File: src/rtl/dcpu16_pkg.sv
// Shared definitions for the dcpu16 memory arbiter.
//   - default bus widths
//   - arbiter state encodings
//   - master port identifiers for round-robin tracking
//   - read value returned to a master when its memory cycle times out
package dcpu16_pkg;

  localparam int BUS_AW = 16;
  localparam int BUS_DW = 16;

  localparam logic [1:0] ST_IDLE = 2'd0;
  localparam logic [1:0] ST_OWNF = 2'd1;
  localparam logic [1:0] ST_OWNG = 2'd2;

  localparam logic [15:0] TMO_RD = 16'hFFFF;

  typedef enum logic {
    PORT_F = 1'b0,
    PORT_G = 1'b1
  } port_t;

endpackage

File: src/rtl/dcpu16_wdog.sv
// Saturating watchdog counter for the memory arbiter.
// Ports:
//   clk    - system clock, rising edge
//   rst    - asynchronous active-high reset
//   clr    - synchronous clear (held while no transaction is owned)
//   en     - count enable (owned transaction still waiting for m_ack)
//   expire - count has reached TMO; always 0 when TMO == 0
module dcpu16_wdog #(
  parameter int TMO = 15
) (
  input  logic clk,
  input  logic rst,
  input  logic clr,
  input  logic en,
  output logic expire
);

  localparam int CW = (TMO > 0) ? $clog2(TMO + 1) : 1;
  localparam logic [CW-1:0] LIMIT = CW'(TMO);

  logic [CW-1:0] cnt;

  // Stops at LIMIT so a stuck slave can never wrap the count back to 0.
  always_ff @(posedge clk or posedge rst) begin
    if (rst) begin
      cnt <= '0;
    end else if (clr) begin
      cnt <= '0;
    end else if (en && (cnt != LIMIT)) begin
      cnt <= cnt + 1'b1;
    end
  end

  assign expire = (TMO > 0) && (cnt == LIMIT);

endmodule

File: src/rtl/dcpu16_marb.sv
// Arbiter sharing one single-port memory between the F-BUS (fetch /
// write-back) and G-BUS (operand read) Simplified-Wishbone masters.
// One transaction in flight, round-robin on ties, watchdog on the slave.
// Ports:
//   clk, rst                         - clock, asynchronous active-high reset
//   f_adr/f_stb/f_wre/f_dto -> f_dti/f_ack  F-BUS master side
//   g_adr/g_stb/g_wre/g_dto -> g_dti/g_ack  G-BUS master side
//   m_adr/m_stb/m_wre/m_dto <- m_dti/m_ack  memory side
//   m_err                            - one-cycle pulse on watchdog expiry
module dcpu16_marb
  import dcpu16_pkg::*;
#(
  parameter int AW  = BUS_AW,
  parameter int DW  = BUS_DW,
  parameter int TMO = 15
) (
  input  logic          clk,
  input  logic          rst,
  input  logic [AW-1:0] f_adr,
  input  logic          f_stb,
  input  logic          f_wre,
  input  logic [DW-1:0] f_dto,
  output logic [DW-1:0] f_dti,
  output logic          f_ack,
  input  logic [AW-1:0] g_adr,
  input  logic          g_stb,
  input  logic          g_wre,
  input  logic [DW-1:0] g_dto,
  output logic [DW-1:0] g_dti,
  output logic          g_ack,
  output logic [AW-1:0] m_adr,
  output logic          m_stb,
  output logic          m_wre,
  output logic [DW-1:0] m_dto,
  input  logic [DW-1:0] m_dti,
  input  logic          m_ack,
  output logic          m_err
);

  logic [1:0]    state;
  port_t         last;
  logic [DW-1:0] f_dti_q;
  logic [DW-1:0] g_dti_q;
  logic          own_f;
  logic          own_g;
  logic          owned;
  logic          expire;
  logic          tmo_hit;
  logic          done;
  logic          pick_g;
  logic [DW-1:0] rsp_dti;

  assign own_f = (state == ST_OWNF);
  assign own_g = (state == ST_OWNG);
  assign owned = own_f | own_g;

  // A real m_ack on the expiry cycle wins over the timeout.
  assign tmo_hit = owned && expire && !m_ack;
  assign done    = owned && (m_ack || expire);
  assign m_err   = tmo_hit;
  assign rsp_dti = tmo_hit ? DW'(TMO_RD) : m_dti;

  // A master that dropped stb mid-cycle gets no ack; the memory cycle
  // still completes so the slave is never abandoned half-way.
  assign f_ack = own_f && f_stb && done;
  assign g_ack = own_g && g_stb && done;
  assign f_dti = own_f ? rsp_dti : f_dti_q;
  assign g_dti = own_g ? rsp_dti : g_dti_q;

  // Tie goes to whichever port was not served last.
  assign pick_g = g_stb && (!f_stb || (last == PORT_F));

  dcpu16_wdog #(
    .TMO(TMO)
  ) u_wdog (
    .clk   (clk),
    .rst   (rst),
    .clr   (!owned),
    .en    (owned && !m_ack),
    .expire(expire)
  );

  always_ff @(posedge clk or posedge rst) begin
    if (rst) begin
      state   <= ST_IDLE;
      last    <= PORT_G;
      m_adr   <= '0;
      m_stb   <= 1'b0;
      m_wre   <= 1'b0;
      m_dto   <= '0;
      f_dti_q <= '0;
      g_dti_q <= '0;
    end else begin
      case (state)
        ST_IDLE: begin
          if (f_stb || g_stb) begin
            state <= pick_g ? ST_OWNG : ST_OWNF;
            last  <= pick_g ? PORT_G : PORT_F;
            m_stb <= 1'b1;
            m_adr <= pick_g ? g_adr : f_adr;
            m_wre <= pick_g ? g_wre : f_wre;
            m_dto <= pick_g ? g_dto : f_dto;
          end
        end
        ST_OWNF, ST_OWNG: begin
          if (done) begin
            state <= ST_IDLE;
            m_stb <= 1'b0;
          end
        end
        default: begin
          state <= ST_IDLE;
          m_stb <= 1'b0;
        end
      endcase
      if (f_ack) f_dti_q <= rsp_dti;
      if (g_ack) g_dti_q <= rsp_dti;
    end
  end

endmodule

File: config.mk
export PLATFORM = sky130hd
export DESIGN_NAME = dcpu16_marb
export DESIGN_NICKNAME = d
export VERILOG_FILES = /design/src/rtl/dcpu16_pkg.sv /design/src/rtl/dcpu16_wdog.sv /design/src/rtl/dcpu16_marb.sv
export SDC_FILE = /design/constraint.sdc
export NUM_CORES = 1
export LEC_CHECK = 0
export ABC_AREA = 1
export CAP_MARGIN = 30
export CORE_MARGIN = 4
export CORE_UTILIZATION = 44
export DETAILED_ROUTE_END_ITERATION = 10
export PLACE_DENSITY = 0.81
export SYNTH_ARGS = -nofsm -noshare
export SYNTH_HDL_FRONTEND = slang
export SYNTH_SLANG_ARGS = --single-unit
File: constraint.sdc
create_clock -name clk -period 2.6 [get_ports clk]
set_input_delay 0.52 -clock clk [delete_from_list [all_inputs] [get_ports clk]]
set_output_delay 0.52 -clock clk [all_outputs]
set_load 0.05 [all_outputs]
==> flow_metrics.py <==
metrics = {
    "clock_network": {
        "htree_num_levels": 3,
        "clockRootBuffer": "clkbuf_8",
        "clock_sinks": 73,
        "clock_latency_ps": 350,
        "cts_buffers": 9,
        "clockBufferDepth": 2,
        "cts.clk_slew.worst_paths_ps": 70,
        "cts_tree": "built",
    },
    "power_and_ir_drop": {
        "p_clk_share_pct": 10.8,
        "power.density_nw_per_um2": 1427,
        "combinationalPowerShare_pct": 67.6,
        "pwr-share-seq_pct": 21.6,
        "swShare_pct": 48.68,
        "cellLeakagePower_nw": 3.256,
        "ir_worst_vdd_uv": 938.2,
        "power.internal_mw": 4.653,
        "switchingPower_mw": 4.413,
    },
    "routing": {
        "routed-via-count": 3964,
        "post_drt_wl_per_cell_um": 13.90,
        "dr.pass1.iters": 5,
        "drc": 0,
        "vias_per_cell": 4.918,
        "ant_nets": 0,
        "wl_um": 11210,
        "drt_iter0_drc": 123,
    },
    "global_routing": {
        "grt_max_degree": 74,
        "overflow": 0,
        "grt_pass1_wl_um": 18120,
        "grt_pass1_vias": 3955,
        "grtUsageTotal_pct": 21.70,
        "antenna_found_initial": 0,
    },
    "die": {
        "die_h_um": 102.9,
        "initial_utilization_pct": 45.25,
        "core_um2": 8763,
        "die_x_um": 102.9,
        "io_pins": 156,
        "die_area_um2": 10590,
        "row_count": 34,
    },
    "timing": {
        "hold_violations": 0,
        "setup_viol": 0,
        "finalWorstSetupSlack_ps": 93.28,
        "period_needed_ps": 2507,
        "fin_skew_ps": 10.56,
        "max_slew_margin_pct": 62.17,
        "tightestPinTransition_ps": 566.6,
        "finalCritPeriodShare_pct": 96.41,
        "clock.fmax_mhz": 398.9,
        "rsz0062_at_grt": "false",
        "report.final.slew_viol_count": 0,
    },
    "worst_setup_path": {
        "rr_worst_depth": 6,
        "cp-start-kind": "register",
        "required_ps": 2080,
        "setup.worst_path.class": "reg2out",
        "path_max_fanout": 6,
        "timing.rr.start": "state[1]",
        "worstSetupStartpoint": "state[0]",
        "regToRegSetupSlack_ps": 800,
        "worstReg2RegEnd": "f_dti_q[4]",
        "crit_end": "f_dti[3]",
        "arrival_ps": 1990,
        "endpoint_kind": "primary output",
    },
    "run": {
        "maxCapViolations": 0,
    },
    "cells_and_area": {
        "area_growth_pct": 60.21,
        "drive_gt1_share_pct": 16.62,
        "fin_nets": 784,
        "stdcell_count": 806,
        "num_antenna_cells": 0,
    },
    "logic_synthesis": {
        "ys_warn_count": 0,
        "syn_area_um2": 3965,
        "synth_top_area_share_pct": 45.44,
        "synth.area.top_cells": "dfrtp_1 45%, nand2_1 24%, o211ai_1 6.2%",
        "synth.net_count": 623,
        "synth_top_area_cell": "dfrtp_1",
        "synth_cell_type_count": 25,
        "ys_seq_area_share_pct": 46.10,
        "syn_inst": 532,
        "ys_seq_elements": 73,
        "synth_area_per_cell_um2": 7.453,
    },
    "hold_path": {
        "min-delay-path-class": "reg2reg",
    },
    "placed_design": {
        "gp_congestion": 0.8808,
        "hpwlAfterDp_um": 8254,
        "dp_slack_ps": 28.35,
        "dp.cells": 783,
        "io_buffer_count": 155,
    },
    "outcome": {
        "status": "completed",
    },
}
[cells in the mapped netlist]
cell type    n
nand2_1    256
dfrtp_1     72
inv_1       59
o211ai_1    33
o21ai_1     18
o21ai_0     17
nor2_1      16
clkbuf_1    14
nand2_2     10
buf_2        5
nand3_1      5
ha_1         4
buf_6        3
nor2_8       3
a21oi_1      2
buf_12       2
buf_4        2
inv_2        2
nand3b_2     2
nand4_1      2
dfstp_2      1
inv_4        1
nand2_4      1
nand2_8      1
nand3_4      1
[worst min path at each step]
| stage | cells past startpoint | slack (ps) | start | endpoint |
|---|---|---|---|---|
| finish | 2 | 480 | f_dti_q[10] | f_dti_q[10] |
| detailed placement | 2 | 470 | m_adr[8] | m_adr[8] |
| floorplan | 2 | 450 | f_dti_q[0] | f_dti_q[0] |
| CTS | 2 | 480 | m_adr[8] | m_adr[8] |
| global route | 2 | 500 | m_adr[13] | m_adr[13] |
| global placement | 2 | 460 | g_dti_q[0] | g_dti_q[0] |
[power groups by stage]
stage	Combinational, mW	Clock, mW	Sequential [mW]
finish	6.13	0.982	1.96
global route	6.52	1.06	2.03
CTS	6.03	1.00	1.97
detailed placement	6.01	0	1.98
global placement	5.93	0	1.95
floorplan	2.60	0	2.86
[sequential cells by signal (all words and copies together) (netlist names)]
signal,cells
m_stb,1
last,1
m_dto,16
state,2
m_adr,16
g_dti_q,16
m_wre,1
f_dti_q,16
u_wdog.cnt,4
[through the flow]
stage | total power, mW | area (um2) | TNS (ps) | utilization [%] | hold slack, ps
after floorplan | 5.461 | 4033 | -2586 | - | 449.2
after global placement | 7.885 | 6036 | 0 | 68.87 | 462.6
after detailed placement | 7.989 | 6036 | 0 | 68.87 | 465.4
after CTS | 9.000 | 6256 | 0 | 71.39 | 484.2
after global routing | 9.610 | 6352 | 0 | 72.49 | 500.3
final | 9.066 | 6352 | 0 | 72.49 | 483.7
[placed cells by master (no fill, tap or decap), drive strengths merged]
master / n
a21oi: 2
buf: 55
bufinv: 2
clkbuf: 11
clkdlybuf4s50: 120
clkinv: 3
clkinvlp: 1
dfrtp: 72
dfstp: 1
ha: 4
inv: 61
nand2: 268
nand3: 6
nand3b: 2
nand4: 2
nor2: 20
o211ai: 33
o21ai: 35
[area by class of cell]
class / instances / area [um2]
clock buffers: 11 / 141.4
clock inverters: 5 / 78.83
fillers: 665 / 2411
inverters: 62 / 239.0
multi-input cells: 372 / 1837
flip-flops and latches: 73 / 1828
well taps: 108 / 135.1
repair buffers: 175 / 2093
[kinds of logic after synthesis]
family	after synthesis	synth area share, %
flops	73	46.10
compound gates	70	10.92
buf+inv	88	10.13
simple gates	297	31.59
fa+ha+maj	4	1.262
[layer usage]
metal | track usage (%) | part of all wire [%] | up-vias
li1 | - | - | 1980
met1 | 27.07 | 40 | 1776
met2 | 35.08 | 48 | 196
met3 | 8.051 | 11 | 12
met4 | 6.873 | 1.1 | 0
met5 | 0 | 0 | -
[critical path, cell delays in order (launching register included)]
cell and delay [ps]:
dfrtp_1 380, inv_1 100, ha_4 290, nand2_4 90, nor2_4 240, nor2_1 100
o21ai_1 280, buf_12 180
[timing repair]
item,4_1_cts,5_1_grt
endpoints found under the setup margin,8,29
setup buffers,0,6
endpoints found under the hold margin,0,0
pin swaps,1,2
resized for setup,4,9
hold buffers,0,0
gates cloned,0,1
Note: power is estimated with default switching activity, not from simulation.
